==> src/rtl/mac_seq_sgn_pkg.sv <==
// Shared types, default sizes and helpers for the sequential signed MAC controller.
// Imported by the interface, the multiply-adder and the top.
package mac_seq_sgn_pkg;

    localparam int unsigned DefBw     = 8;
    localparam int unsigned DefAccW   = 2 * DefBw;
    localparam int unsigned DefMaxLen = 16;

    typedef enum logic [1:0] {
        StIdle,
        StAcc,
        StDone
    } state_e;

    // Longer commands are cut down to the maximum supported term count.
    function automatic int unsigned clamp_len(input int unsigned len, input int unsigned max_len);
        return (len > max_len) ? max_len : len;
    endfunction

endpackage

==> src/rtl/mac_seq_sgn_if.sv <==
// Command, operand and result streams of the signed MAC controller.
// slave is the controller side; master is the producer/consumer side.
interface mac_seq_sgn_if #(
    parameter int unsigned BW   = 8,
    parameter int unsigned AccW = 16,
    parameter int unsigned LenW = 5
);

    logic                   cmd_valid_i;
    logic                   cmd_ready_o;
    logic [LenW-1:0]        cmd_len_i;
    logic signed [AccW-1:0] cmd_init_i;

    logic                   in_valid_i;
    logic                   in_ready_o;
    logic signed [BW-1:0]   in_x_i;
    logic signed [BW-1:0]   in_y_i;

    logic                   out_valid_o;
    logic                   out_ready_i;
    logic signed [AccW-1:0] out_sum_o;
    logic                   out_ovf_o;

    modport slave (
        input  cmd_valid_i, cmd_len_i, cmd_init_i,
        output cmd_ready_o,
        input  in_valid_i, in_x_i, in_y_i,
        output in_ready_o,
        output out_valid_o, out_sum_o, out_ovf_o,
        input  out_ready_i
    );

    modport master (
        output cmd_valid_i, cmd_len_i, cmd_init_i,
        input  cmd_ready_o,
        output in_valid_i, in_x_i, in_y_i,
        input  in_ready_o,
        input  out_valid_o, out_sum_o, out_ovf_o,
        output out_ready_i
    );

endinterface

==> src/rtl/mac_seq_sgn_muladd.sv <==
// Combinational signed multiply-adder: p_o = x_i * y_i + a_i, wrapping to WidthA bits.
// The sign-extended product is exported so callers can build their own overflow check.
module mac_seq_sgn_muladd #(
    parameter int unsigned WidthX = 8,
    parameter int unsigned WidthY = 8,
    parameter int unsigned WidthA = 16
) (
    input  logic signed [WidthX-1:0] x_i,
    input  logic signed [WidthY-1:0] y_i,
    input  logic signed [WidthA-1:0] a_i,
    output logic signed [WidthA-1:0] prod_o,
    output logic signed [WidthA-1:0] p_o
);

    logic signed [WidthX+WidthY-1:0] w_prod;

    // Full-precision product; (-2^(W-1))^2 still fits in WidthX+WidthY bits.
    assign w_prod = x_i * y_i;
    assign prod_o = WidthA'(w_prod);
    assign p_o    = prod_o + a_i;

endmodule

==> src/rtl/mac_seq_sgn.sv <==
// Sequential signed MAC controller: accumulates init + sum(X*Y) over a command of N pairs
// and returns the wrapped sum with a sticky signed-overflow flag.
module mac_seq_sgn
    import mac_seq_sgn_pkg::*;
#(
    parameter int unsigned BW     = DefBw,
    parameter int unsigned AccW   = DefAccW,
    parameter int unsigned MaxLen = DefMaxLen,
    parameter int unsigned LenW   = $clog2(MaxLen + 1)
) (
    input  logic          clk_i,
    input  logic          rst_ni,
    mac_seq_sgn_if.slave  bus
);

    state_e                 r_state, w_state_next;
    logic signed [AccW-1:0] r_acc, w_acc_next;
    logic [LenW-1:0]        r_cnt, w_cnt_next;
    logic                   r_ovf, w_ovf_next;

    logic signed [AccW-1:0] w_prod_ext;
    logic signed [AccW-1:0] w_madd;
    logic signed [AccW:0]   w_sum_wide;
    logic                   w_step_ovf;
    logic [LenW-1:0]        w_len_clamped;
    logic                   w_cmd_hs;
    logic                   w_in_hs;
    logic                   w_out_hs;

    mac_seq_sgn_muladd #(
        .WidthX (BW),
        .WidthY (BW),
        .WidthA (AccW)
    ) u_muladd (
        .x_i    (bus.in_x_i),
        .y_i    (bus.in_y_i),
        .a_i    (r_acc),
        .prod_o (w_prod_ext),
        .p_o    (w_madd)
    );

    // One extra bit of headroom: a mismatch between the top two bits means the wrap lost data.
    assign w_sum_wide = (AccW + 1)'(w_prod_ext) + (AccW + 1)'(r_acc);
    assign w_step_ovf = w_sum_wide[AccW] != w_sum_wide[AccW-1];

    assign w_len_clamped = LenW'(clamp_len(32'(bus.cmd_len_i), MaxLen));

    assign w_cmd_hs = bus.cmd_valid_i & bus.cmd_ready_o;
    assign w_in_hs  = bus.in_valid_i & bus.in_ready_o;
    assign w_out_hs = bus.out_valid_o & bus.out_ready_i;

    always_ff @(posedge clk_i or negedge rst_ni) begin
        if (!rst_ni) begin
            r_state <= StIdle;
            r_acc   <= '0;
            r_cnt   <= '0;
            r_ovf   <= 1'b0;
        end else begin
            r_state <= w_state_next;
            r_acc   <= w_acc_next;
            r_cnt   <= w_cnt_next;
            r_ovf   <= w_ovf_next;
        end
    end

    // Handshake outputs depend on the state only.
    always_comb begin
        bus.cmd_ready_o = 1'b0;
        bus.in_ready_o  = 1'b0;
        bus.out_valid_o = 1'b0;
        unique case (r_state)
            StIdle:  bus.cmd_ready_o = 1'b1;
            StAcc:   bus.in_ready_o  = 1'b1;
            StDone:  bus.out_valid_o = 1'b1;
            default: ;
        endcase
    end

    always_comb begin
        w_state_next = r_state;
        w_acc_next   = r_acc;
        w_cnt_next   = r_cnt;
        w_ovf_next   = r_ovf;
        unique case (r_state)
            StIdle: begin
                if (w_cmd_hs) begin
                    w_acc_next   = bus.cmd_init_i;
                    w_ovf_next   = 1'b0;
                    w_cnt_next   = w_len_clamped;
                    w_state_next = (w_len_clamped == '0) ? StDone : StAcc;
                end
            end
            StAcc: begin
                if (w_in_hs) begin
                    w_acc_next = w_madd;
                    w_cnt_next = r_cnt - LenW'(1);
                    w_ovf_next = r_ovf | w_step_ovf;
                    if (r_cnt == LenW'(1)) begin
                        w_state_next = StDone;
                    end
                end
            end
            StDone: begin
                if (w_out_hs) begin
                    w_state_next = StIdle;
                end
            end
            default: w_state_next = StIdle;
        endcase
    end

    assign bus.out_sum_o = r_acc;
    assign bus.out_ovf_o = r_ovf;

endmodule
==> src/flat_wrapper.sv <==
// flat-port wrapper written by rule: the top's interface ports become plain ports
module mac_seq_sgn_flat import mac_seq_sgn_pkg::*;
#(
    parameter int unsigned BW     = DefBw,
    parameter int unsigned AccW   = DefAccW,
    parameter int unsigned MaxLen = DefMaxLen,
    parameter int unsigned LenW   = $clog2(MaxLen + 1)
)
  (clk_i, rst_ni, bus_cmd_valid_i, bus_cmd_len_i, bus_cmd_init_i, bus_cmd_ready_o, bus_in_valid_i, bus_in_x_i, bus_in_y_i, bus_in_ready_o, bus_out_valid_o, bus_out_sum_o, bus_out_ovf_o, bus_out_ready_i);
  mac_seq_sgn_if #(.BW(BW), .AccW(AccW), .LenW(LenW)) bus_i ();
  input  logic clk_i;
  input  logic rst_ni;
  input wire logic [$bits(bus_i.cmd_valid_i)-1:0] bus_cmd_valid_i;
  input wire logic [$bits(bus_i.cmd_len_i)-1:0] bus_cmd_len_i;
  input wire logic [$bits(bus_i.cmd_init_i)-1:0] bus_cmd_init_i;
  output wire logic [$bits(bus_i.cmd_ready_o)-1:0] bus_cmd_ready_o;
  input wire logic [$bits(bus_i.in_valid_i)-1:0] bus_in_valid_i;
  input wire logic [$bits(bus_i.in_x_i)-1:0] bus_in_x_i;
  input wire logic [$bits(bus_i.in_y_i)-1:0] bus_in_y_i;
  output wire logic [$bits(bus_i.in_ready_o)-1:0] bus_in_ready_o;
  output wire logic [$bits(bus_i.out_valid_o)-1:0] bus_out_valid_o;
  output wire logic [$bits(bus_i.out_sum_o)-1:0] bus_out_sum_o;
  output wire logic [$bits(bus_i.out_ovf_o)-1:0] bus_out_ovf_o;
  input wire logic [$bits(bus_i.out_ready_i)-1:0] bus_out_ready_i;
  assign bus_i.cmd_valid_i = bus_cmd_valid_i;
  assign bus_i.cmd_len_i = bus_cmd_len_i;
  assign bus_i.cmd_init_i = bus_cmd_init_i;
  assign bus_cmd_ready_o = bus_i.cmd_ready_o;
  assign bus_i.in_valid_i = bus_in_valid_i;
  assign bus_i.in_x_i = bus_in_x_i;
  assign bus_i.in_y_i = bus_in_y_i;
  assign bus_in_ready_o = bus_i.in_ready_o;
  assign bus_out_valid_o = bus_i.out_valid_o;
  assign bus_out_sum_o = bus_i.out_sum_o;
  assign bus_out_ovf_o = bus_i.out_ovf_o;
  assign bus_i.out_ready_i = bus_out_ready_i;
  mac_seq_sgn #(.BW(BW), .AccW(AccW), .MaxLen(MaxLen), .LenW(LenW)) u_core (.clk_i(clk_i), .rst_ni(rst_ni), .bus(bus_i));
endmodule
==> config.mk <==
export PLATFORM = sky130hd
export DESIGN_NAME = mac_seq_sgn_flat
export DESIGN_NICKNAME = d
export VERILOG_FILES = /design/src/rtl/mac_seq_sgn_pkg.sv /design/src/rtl/mac_seq_sgn_if.sv /design/src/rtl/mac_seq_sgn_muladd.sv /design/src/rtl/mac_seq_sgn.sv /design/src/flat_wrapper.sv
export SDC_FILE = /design/constraint.sdc
export NUM_CORES = 1
export LEC_CHECK = 0
export ABC_AREA = 1
export CORE_UTILIZATION = 50
export DETAILED_ROUTE_END_ITERATION = 10
export PLACE_DENSITY = 0.83
export SLEW_MARGIN = 25
export SYNTH_ARGS = -nofsm -noshare
export SYNTH_HDL_FRONTEND = slang
export SYNTH_SLANG_ARGS = --single-unit
export TNS_END_PERCENT = 20
==> constraint.sdc <==
create_clock -name clk_i -period 2.35 [get_ports clk_i]
set_input_delay 0.47 -clock clk_i [delete_from_list [all_inputs] [get_ports clk_i]]
set_output_delay 0.47 -clock clk_i [all_outputs]
set_load 0.005 [all_outputs]
Word level (Yosys, flattened, before mapping)
Index checks and enable logic that the tools add are counted.
Operators by class
  $add $sub $neg: 3
  equality and inequality tests: 8
  $mul: 1
  reductions and logical operators: 5
  magnitude comparators: 1
  muxes and demuxes: 19
  bitwise gates (word level): 4
Operator list (number)
  16-bit two-way mux: 2
  16-bit one-hot mux with 2 select lines: 1
  16-bit by 16-bit adder with 17-bit output: 1
  16-bit adder: 1
  8-bit by 8-bit multiplier with 16-bit output: 1
  5-bit two-way mux: 3
  2-bit two-way mux: 5
  5-bit one-hot mux with 2 select lines: 1
  2-bit by 1-bit inequality test with 1-bit output (second input constant): 4
  2-bit one-hot mux with 3 select lines: 1
  5-bit by 1-bit == test with 1-bit output (second input constant): 1
  5-bit > comparator (second input constant): 1
  5-bit zero test: 1
  1-bit two-way mux: 5
  5-bit by 1-bit subtractor with 5-bit output (second input constant): 1
  4-bit AND reduction: 1
  1-bit AND: 3
  3-bit AND reduction: 1
  2-bit by 1-bit == test with 1-bit output (second input constant): 1
  2-bit == test (second input constant): 1
  2-bit zero test: 1
  1-bit one-hot mux with 2 select lines: 1
  2-bit nonzero test: 1
  1-bit inequality test: 1
  1-bit OR: 1
Word-level totals
  output and inout port bits: 20
  register bits after elaboration: 24
  input port bits: 42

Longest topological paths before layout
Gate-level depths: netlist of the first run.
  word-level depth: 6
  mapped depth: 31
  gate-level depth less buffers: 30

Cells and area by module
From an unflattened synthesis of the first run, not the netlist that was laid out.
Unflattened totals
  cell total of the unflattened synthesis: 759
  area total of the unflattened synthesis: 5320.1 um2
By module, submodules not included
  mac_seq_sgn_muladd: sequential area each 0.0 um2, area an instance 3569.7 um2, instances 1, cells an instance 515
  mac_seq_sgn: sequential area each 600.6 um2, area an instance 1750.4 um2, instances 1, cells an instance 244

Worst setup path after synthesis of the first run
Ideal clock, no wire load.
  path kind: input to register
  from: input port bus_in_x_i[0]
  to: register u_core.r_ovf, in the netlist u_core.bus.out_ovf_o
  slack: -3043 ps
  buffers on the path: 1
  arrival time: 5272 ps
  cell stages on the path: 27
  required time: 2229 ps
  path through: clkbuf_1 > or2_2 > fa_1 > fa_1 > inv_1 > fa_1 > inv_1 > fa_1 > inv_1 > ha_1 > a21oi_1 > o21ai_1 > a21oi_1 > nor2_1 > nor2_1 > xor2_1 > inv_1 > ha_1 > nand2_1 > nor2_1 > inv_1 > nor2_1 > nand2_1 > nand2_1 > nand2_1 > nand3_1 > a21oi_1
Between the ends
  cells in the longest elaborated chain, start to end: 6
RTL lines
  start, declared: line flat_wrapper.sv:18  | input wire logic [$bits(bus_i.in_x_i)-1:0] bus_in_x_i;
  8-bit by 8-bit multiplier with 16-bit output: line mac_seq_sgn_muladd.sv:18  | assign w_prod = x_i * y_i;
  16-bit by 16-bit adder with 17-bit output: line mac_seq_sgn.sv:43  | assign w_sum_wide = (AccW + 1)'(w_prod_ext) + (AccW + 1)'(r_acc);
  1-bit inequality test: line mac_seq_sgn.sv:44  | assign w_step_ovf = w_sum_wide[AccW] != w_sum_wide[AccW-1];
  1-bit OR: line mac_seq_sgn.sv:97  | w_ovf_next = r_ovf | w_step_ovf;
  1-bit two-way mux: line mac_seq_sgn.sv:94  | if (w_in_hs) begin
  1-bit one-hot mux with 2 select lines: line mac_seq_sgn.sv:84  | unique case (r_state)
  end signal, assigned: line mac_seq_sgn.sv:62  | r_ovf <= w_ovf_next;
  end, declared: line mac_seq_sgn.sv:19  | logic r_ovf, w_ovf_next;
Every way passes these cells. The select of a mux whose other input is x is not followed.
A chain may end at the register's enable or synchronous reset.

Worst setup path after layout of the first run
  from: input port bus_in_x_i[4]
  to: register u_core.r_acc[14], in the netlist u_core.bus.out_sum_o[14]
Between the ends
  cells in the longest elaborated chain, start to end: 4
RTL lines
  8-bit by 8-bit multiplier with 16-bit output: line mac_seq_sgn_muladd.sv:18
  16-bit adder: line mac_seq_sgn_muladd.sv:20  | assign p_o = prod_o + a_i;
  16-bit two-way mux: line mac_seq_sgn.sv:94
  16-bit one-hot mux with 2 select lines: line mac_seq_sgn.sv:84
  end signal, assigned: line mac_seq_sgn.sv:60  | r_acc <= w_acc_next;
  end, declared: line mac_seq_sgn.sv:17  | logic signed [AccW-1:0] r_acc, w_acc_next;
Every way passes these cells. The select of a mux whose other input is x is not followed.

==> qor.yml, run 1 <==
floorplan:
  initial_core_util_pct: 52.1
  dieArea_mm2: 0.0102
  die_width_um: 101
  ioPinCount: 62
  rows: 35
  dieHeight_um: 101
  design.core.area_mm2: 0.00937
yosys:
  synth_warnings: 0
  synthCells: 723
  synth_seq_area_share_pct: 12.3
  ys.flop_type: "dfrtp_1"
  synth_most_common_cell: "inv_1"
  synth-edff-count: 0
  synth_cell_types: 33
  avgSynthCellArea_um2: 6.76
  synthDominantCellAreaShare_pct: 22.9
  synthTopCellsByCount: "inv_1 (197), nand2_1 (190), fa_1 (56)"
  synth_area_leader_cell: "fa_1"
  synth_nets: 868
  async_flop_share_pct: 100
  netlist_area_mm2: 0.00489
  synthTopCellsByArea: "fa_1 (23%), inv_1 (15%), nand2_1 (15%)"
  ys_seq_elements: 24
cts:
  htree_levels: 1
  cts_sinks: 24
  hold_buffers: 0
  clk-insertion-delay-late_ns: 0.27
  path_clk_slew_ns: 0.09
  cts_tree: "yes"
  root_buffer: "clkbuf_8"
  cts_buffers: 3
  cts.path.max_buffers: 2
routing:
  wl_um: 16000
  ant_nets: 0
  drt-wirelength-per-cell_um: 16.3
  vias: 5293
  drt_iter0_drc: 371
  via_per_inst: 5.37
  drc: 0
  drt_first_pass_iters: 5
grt:
  grtUsageMet1_pct: 34.7
  track_usage_pct: 29.4
  grt_max_degree: 29
  grt_first_pass_wirelength_um: 23500
  grt-busiest-layer: "met2"
  grt_use_met2_pct: 55.5
  grt_overflow: 0
  grt_pass1_vias: 5399
  gr-usage-met3_pct: 3.61
  antenna_found_initial: 0
finish:
  drive_above_1_share_pct: 31.2
  final_area_mm2: 0.00711
  fillers: 589
  syn_to_final_growth_pct: 45.5
  layout.nets: 1003
  diodes: 0
sta:
  final.setup_skew_ns: 0.00235
  layout_setup_ws_ns: -2.77
  tightest_slew_ns: 0.345
  drv_slew: 0
  setup_tns_ns: -29.93
  rsz0062_at_grt: "yes"
  finalSetupViolations: 14
  min_period_over_period_pct: 218
  max_freq_ghz: 0.195
  period_needed_ns: 5.12
  hold_viol_final: 0
  slew_headroom_pct: 76.9
setup_path:
  end_kind: "register"
  critPathBufInv: 4
  crit_required_ns: 2.52
  crit_path_frequent_cell: "nand2_1"
  critical-path-top-delay-family: "adder cells"
  worstSetupStartpointType: "input port"
  worstPathMaxFanout: 5
  crit_slowest_cell: "fa_1"
  max_stage_delay_ns: 0.55
  path_class: "in2reg"
  cp.arrival_ns: 5.29
placement:
  hpwl_um: 11100
  port_buffers: 61
  place_area_mm2: 0.00626
  finalWeightedCongestion: 0.946
run_status:
  violations: "negative setup slack"
  status: "finished, violations left"
flow_run:
  max-cap-violations: 0
hold_path:
  worstHoldPathType: "in2async"
-- layer usage --
metal  wire length [µm]  share of wire (%)  up-vias
met5                  0                  0        -
met4                815                5.1        0
met3               1020                6.4       97
met2               8430                 53      280
met1               5750                 36     2516
li1                   -                  -     2400
-- sequential cells by signal, summed over array words and instances (netlist names) --
| register | flops |
|---|---|
| u_core.bus.out_sum_o | 16 |
| u_core.r_cnt | 5 |
| u_core.r_state | 2 |
| u_core.bus.out_ovf_o | 1 |
-- stage by stage --
| stage | setup WS, ns | hold WS (ns) | util [%] | std cells |
|---|---|---|---|---|
| after floorplan | -2.52 | 0.174 | - | 723 |
| after global placement | -3.39 | 0.523 | 66.8 | 962 |
| after detailed placement | -3.47 | 0.529 | 66.8 | 962 |
| after CTS | -2.59 | 0.547 | 72.3 | 981 |
| after global routing | -2.91 | 0.557 | 75.8 | 986 |
| final | -2.77 | 0.550 | 75.8 | 986 |
-- area by class of cell --
| class | instances | area [µm²] | area share (%) |
|---|---|---|---|
| multi-input cells | 477 | 4210 | 59.2 |
| repair buffers | 152 | 1300 | 18.3 |
| inverters | 200 | 763 | 10.7 |
| flip-flops and latches | 24 | 601 | 8.45 |
| well taps | 129 | 161 | 2.27 |
| clock buffers | 3 | 41.3 | 0.581 |
| clock inverters | 1 | 30.0 | 0.423 |
-- cells in the final DEF, fill, tap and decap left out, drive strengths merged --
master / Yosys / layout
a22oi: 1 / 1
xor2: 14 / 14
o31ai: 3 / 3
nand2: 192 / 192
a31oi: 2 / 2
o21bai: 4 / 4
a21oi: 28 / 28
or2: 2 / 2
fa: 56 / 56
nand3: 31 / 31
o22ai: 3 / 3
nor4: 1 / 1
buf: 5 / 106
nor3: 2 / 2
nand4: 2 / 2
ha: 47 / 47
nor2: 53 / 53
dfrtp: 24 / 24
a21o: 4 / 4
inv: 200 / 200
xnor2: 7 / 7
clkdlybuf4s50: 0 / 45
o211ai: 1 / 1
o21ai: 24 / 24
clkbuf: 17 / 4
bufinv: 0 / 1
-- cell families (layout without fill, tap and decap cells) --
logic type / after synthesis / count (layout) / synth area share (%)
and+or+nand+nor: 283 / 283 / 23.1
AOI/OAI and AO/OA: 70 / 70 / 8.40
DFF: 24 / 24 / 12.3
xor gates and xnor gates: 21 / 21 / 3.76
adders and majority gates: 103 / 103 / 35.0
buffers and inverters: 222 / 356 / 17.5
-- what timing repair did --
item,4_1_cts,5_1_grt
setup buffers,15,7
setup endpoints to repair,15,15
resized for setup,175,69
pin swaps,87,85
gates cloned,0,0
-- worst paths after layout --
kind	start	cells after the start	endpoint	slack, ns
max reg2reg	u_core.bus.out_sum_o[0]$_DFFE_PN0P_	11	u_core.bus.out_sum_o[12]$_DFFE_PN0P_	0.12
max in group asynchronous	rst_ni	2	u_core.bus.out_sum_o[12]$_DFFE_PN0P_	1.56
min in group clk_i	u_core.bus.out_ovf_o$_DFFE_PN0P_	2	u_core.bus.out_ovf_o$_DFFE_PN0P_	0.56
max	bus_in_x_i[4]	26	u_core.bus.out_sum_o[14]$_DFFE_PN0P_	-2.77
min	rst_ni	2	u_core.bus.out_sum_o[7]$_DFFE_PN0P_	0.55
min reg2reg	u_core.bus.out_ovf_o$_DFFE_PN0P_	2	u_core.bus.out_ovf_o$_DFFE_PN0P_	0.56
Power of run 1 is not shown: default switching activity piles up to over one toggle a cycle in this logic, so the estimate is an artifact.
==> run 2: changes to the inputs <==
GPL_TIMING_DRIVEN = 0   (was not set)
==> qor.yml, run 2 (synthesis gave the netlist of run 1 again) <==
run_status:
  status: "finished, violations left"
  violations: "negative setup slack"
placement:
  finalWeightedCongestion: 0.898  # -5.0%
  hpwl_um: 10100  # -9.1%
  port_buffers: 46  # -25%
  dp_cells: 898  # -6.7%
  place_area_mm2: 0.00577  # -7.8%
floorplan:
  die_width_um: 101  # unchanged
  initial_core_util_pct: 52.1  # unchanged
  rows: 35  # unchanged
  ioPinCount: 62  # unchanged
  dieArea_mm2: 0.0102  # unchanged
  design.core.area_mm2: 0.00937  # unchanged
  dieHeight_um: 101  # unchanged
grt:
  grt_overflow: 0  # unchanged
  grt_max_degree: 25  # -14%
  track_usage_pct: 25.9  # -3.5 points
  grt_pass1_vias: 4782  # -11%
  grt_first_pass_wirelength_um: 21000  # -11%
  antenna_found_initial: 0  # unchanged
setup_path:
  crit_required_ns: 2.53  # about the same
  max_stage_delay_ns: 0.52  # -0.03 ns
  worstPathMaxFanout: 8  # +3
  crit_slowest_cell: "fa_1"
  path_class: "in2reg"
  cp.arrival_ns: 5.15  # -0.14 ns
  worstSetupStartpointType: "input port"
  end_kind: "register"
routing:
  vias: 4658  # -12%
  drt-wirelength-per-cell_um: 13.9  # -15%
  drt_first_pass_iters: 6  # +1
  via_per_inst: 5.12  # -4.6%
  wl_um: 12600  # -21%
  drc: 0  # unchanged
  ant_nets: 0  # unchanged
  drt_iter0_drc: 286  # -23%
finish:
  layout_common_cells: "inv_1 (182), nand2_1 (167), fa_1 (54)"
  layout.nets: 927  # -7.6%
  regArea_um2: 601  # unchanged
  largest_reg_flops: 16  # unchanged
  diodes: 0  # unchanged
  syn_to_final_growth_pct: 28.5
  fin_cells: 910  # -7.7%
  fin_util_pct: 67.0  # -8.9 points
  final_area_mm2: 0.00628  # -12%
  multi_input_area_mm2: 0.00393  # -6.7%
  layout_commonest_cell: "inv_1"
  fillers: 803  # +36%
  drive_above_1_share_pct: 18.4  # -13 points
cts:
  cts.path.max_buffers: 2  # unchanged
  clk-insertion-delay-late_ns: 0.28  # about the same
  root_buffer: "clkbuf_8"
  hold_buffers: 0  # unchanged
  cts_tree: "yes"
  cts_sinks: 24  # unchanged
  cts_buffers: 3  # unchanged
  path_clk_slew_ns: 0.09  # about the same
  htree_levels: 1  # unchanged
hold_path:
  worstHoldPathType: "in2async"
sta:
  hold_viol_final: 0  # unchanged
  period_needed_ns: 4.97  # -0.144 ns
  drv_slew: 0  # unchanged
  layout_setup_ws_ns: -2.62  # +0.144 ns
  finalSetupViolations: 14  # unchanged
  max_freq_ghz: 0.201  # +2.9%
  min_period_over_period_pct: 212  # -6.1 points
  whs_ns: 0.168  # -0.382 ns
  rsz0062_at_grt: "yes"
  final.setup_skew_ns: 0.00324  # +0.000894 ns
  tightest_slew_ns: 0.637  # +0.291 ns
  slew_headroom_pct: 57.6  # -19 points
flow_run:
  max-cap-violations: 0  # unchanged
## run 2: changes by cell type in the layout (fill, tap and decap cells not counted), moves of 10 or more
cell,delta
buf_4,-75
inv_1,+18
inv_2,-16
nand2_1,+14
nand2_2,-10
## run 2: area by class of cell
cell class | instances | area share, %
Buffer | 22 | 3.83
Clock buffer | 3 | 0.658
Clock inverter | 1 | 0.478
Inverter | 200 | 12.1
Multi-Input combinational cell | 477 | 62.6
Sequential cell | 24 | 9.57
Tap cell | 129 | 2.57
Timing Repair Buffer | 54 | 8.23
## run 2: layer usage
layer  part of all wire [%]  GRT usage, %
met4                    1.6          4.35
met1                     42          32.8
met2                     51          48.1
met3                    5.2          2.84
met5                      0             0
## run 2: worst max-delay path, delay by kind of cell
kind	cells	cell delay, ns
adder cells (fa/ha/maj)	6	2.56
AND/OR/NAND/NOR	10	0.74
AO/OA/AOI/OAI	5	0.72
buffers and inverters	7	0.46
XOR/XNOR	1	0.18
## run 2: stage by stage
step           setup TNS [ns]  setup WS, ns
2_1_floorplan          -27.90         -2.52
3_3_place_gp           -36.28         -3.36
3_5_place_dp           -37.45         -3.48
4_1_cts                -26.84         -2.53
5_1_grt                -29.58         -2.76
6_report               -27.08         -2.62
## run 2: worst paths after layout
kind / slack [ns] / endpoint / depth (start not counted) / startpoint
max in group asynchronous: 1.82 / u_core.bus.out_sum_o[12]$_DFFE_PN0P_ / 1 / rst_ni
setup reg to reg: 0.34 / u_core.bus.out_sum_o[14]$_DFFE_PN0P_ / 12 / u_core.bus.out_sum_o[0]$_DFFE_PN0P_
hold reg to reg: 0.53 / u_core.bus.out_ovf_o$_DFFE_PN0P_ / 2 / u_core.bus.out_ovf_o$_DFFE_PN0P_
setup / recovery: -2.62 / u_core.bus.out_sum_o[13]$_DFFE_PN0P_ / 29 / bus_in_x_i[7]
hold / removal: 0.17 / u_core.bus.out_sum_o[13]$_DFFE_PN0P_ / 1 / rst_ni
min in group clk_i: 0.53 / u_core.bus.out_ovf_o$_DFFE_PN0P_ / 2 / u_core.bus.out_ovf_o$_DFFE_PN0P_
## run 2: repair_timing
item / 4_1_cts / 5_1_grt
pin swaps: 30 / 44
endpoints found under the setup margin: 14 / 16
resized for setup: 54 / 54
buffers inserted: 6 / 2
Power of run 2 is left out for the same reason.
==> run 3: changes to the inputs <==
CORE_UTILIZATION = 58   (was 50)
PLACE_DENSITY = 0.93   (was 0.83)
==> qor.yml, run 3 (synthesis gave the netlist of run 1 again) <==
setup_path:
  cp.arrival_ns: 5.21  # +0.06 ns
  worstSetupStartpointType: "input port"
  end_kind: "register"
  crit_required_ns: 2.53  # about the same
  path_class: "in2reg"
  worstPathMaxFanout: 8  # unchanged
sta:
  rsz0062_at_grt: "yes"
  tightest_slew_ns: 0.619  # -0.0178 ns
  hold_viol_final: 0  # unchanged
  finalSetupViolations: 14  # unchanged
  whs_ns: 0.179  # +0.0103 ns
  final.setup_skew_ns: 0.00198  # -0.00126 ns
  drv_slew: 0  # unchanged
  slew_headroom_pct: 58.8  # +1.2 points
  max_freq_ghz: 0.199  # -1.2%
  period_needed_ns: 5.03  # +0.0608 ns
  min_period_over_period_pct: 214  # +2.6 points
  layout_setup_ws_ns: -2.68  # -0.0608 ns
cts:
  cts_sinks: 24  # unchanged
  clk-insertion-delay-late_ns: 0.28  # about the same
  cts_buffers: 3  # unchanged
  root_buffer: "clkbuf_8"
  htree_levels: 1  # unchanged
  cts.path.max_buffers: 2  # unchanged
  cts_tree: "yes"
  path_clk_slew_ns: 0.10  # about the same
placement:
  finalWeightedCongestion: 0.854  # -4.9%
  hpwl_um: 9980  # -1.3%
  port_buffers: 46  # unchanged
  place_area_mm2: 0.00574  # -0.52%
routing:
  drt_first_pass_iters: 5  # -1
  drc: 0  # unchanged
  via_per_inst: 5.45  # +6.6%
  ant_nets: 0  # unchanged
  drt_iter0_drc: 425  # +49%
  wl_um: 13600  # +7.9%
  drt-wirelength-per-cell_um: 15.2  # +9.9%
  vias: 4871  # +4.6%
finish:
  largest_reg_flops: 16  # unchanged
  fillers: 535  # -33%
  layout_common_cells: "inv_1 (174), nand2_1 (165), fa_1 (51)"
  syn_to_final_growth_pct: 29.2
  layout.nets: 934  # +0.76%
  final_area_mm2: 0.00631  # +0.58%
  layout_commonest_cell: "inv_1"
  regArea_um2: 601  # unchanged
  multi_input_area_mm2: 0.00394  # +0.19%
  drive_above_1_share_pct: 20.7  # +2.2 points
  diodes: 0  # unchanged
grt:
  grt_max_degree: 25  # unchanged
  grt_pass1_vias: 4967  # +3.9%
  grt_overflow: 0  # unchanged
  antenna_found_initial: 0  # unchanged
  track_usage_pct: 31.3  # +5.4 points
  grt_first_pass_wirelength_um: 21800  # +3.7%
floorplan:
  dieHeight_um: 93.8  # -7.0%
  design.core.area_mm2: 0.00818  # -13%
  ioPinCount: 62  # unchanged
  rows: 33  # -5.7%
  die_width_um: 93.8  # -7.0%
  dieArea_mm2: 0.00879  # -14%
  initial_core_util_pct: 59.8  # +7.6 points
flow_run:
  max-cap-violations: 0  # unchanged
run_status:
  status: "finished, violations left"
  violations: "negative setup slack"
hold_path:
  worstHoldPathType: "in2async"
==> run 3: worst paths after layout <==
kind | startpoint | end | slack (ns) | cells past startpoint
max reg2reg | u_core.bus.out_sum_o[0]$_DFFE_PN0P_ | u_core.bus.out_sum_o[14]$_DFFE_PN0P_ | 0.20 | 12
min reg2reg | u_core.bus.out_ovf_o$_DFFE_PN0P_ | u_core.bus.out_ovf_o$_DFFE_PN0P_ | 0.54 | 2
min | rst_ni | u_core.bus.out_sum_o[5]$_DFFE_PN0P_ | 0.18 | 1
min in group clk_i | u_core.bus.out_ovf_o$_DFFE_PN0P_ | u_core.bus.out_ovf_o$_DFFE_PN0P_ | 0.54 | 2
max | bus_in_y_i[0] | u_core.bus.out_sum_o[14]$_DFFE_PN0P_ | -2.68 | 28
max in group asynchronous | rst_ni | u_core.bus.out_sum_o[14]$_DFFE_PN0P_ | 1.79 | 1
==> run 3: repair_timing <==
action                     CTS  global route
setup buffers               10             5
pin swaps                   39            28
resized for setup           62            57
hold buffers                 0             0
setup endpoints to repair   14            16
==> run 3: critical path, cell delays in order <==
cell and delay, ns:
clkbuf_8 0.15, nand2_4 0.07, inv_4 0.04, fa_1 0.54
inv_1 0.05, fa_1 0.49, inv_2 0.04, fa_1 0.52
inv_1 0.05, fa_1 0.49, inv_2 0.05, ha_4 0.30
nand2_2 0.11, nor2_4 0.16, a21oi_2 0.09, nor2_1 0.15
nor2_1 0.08, xor2_1 0.26, ha_4 0.28, nand2_2 0.06
nand2_2 0.05, o21bai_2 0.19, a21oi_2 0.16, nand2_1 0.07
nand2_1 0.08, nand3_2 0.08, nand2_1 0.07, nand2_1 0.05
==> run 3: final cells by class <==
type	count	area share (%)
Multi-Input combinational cell	477	62.3
Timing Repair Buffer	61	8.96
Inverter	200	12.1
Buffer	22	3.92
Sequential cell	24	9.51
Clock buffer	3	0.654
Tap cell	105	2.08
Clock inverter	1	0.476
==> run 3: through the flow <==
stage	setup slack [ns]	util, %	setup TNS, ns	cells
final	-2.68	77.2	-27.87	893
after global routing	-2.85	77.2	-30.47	893
after CTS	-2.49	74.7	-26.52	888
after detailed placement	-3.48	70.2	-37.25	874
after global placement	-3.33	70.3	-35.98	874
after floorplan	-2.52	-	-27.90	723
==> run 3: routing by layer <==
layer  vias up  routed length, µm  GRT usage [%]
met5         -                  0              0
met4         0                537           10.3
met3        59                793           2.99
met2       243               7010           56.8
met1      2316               5250           38.7
li1       2253                  -              -
Power of run 3 is left out for the same reason.
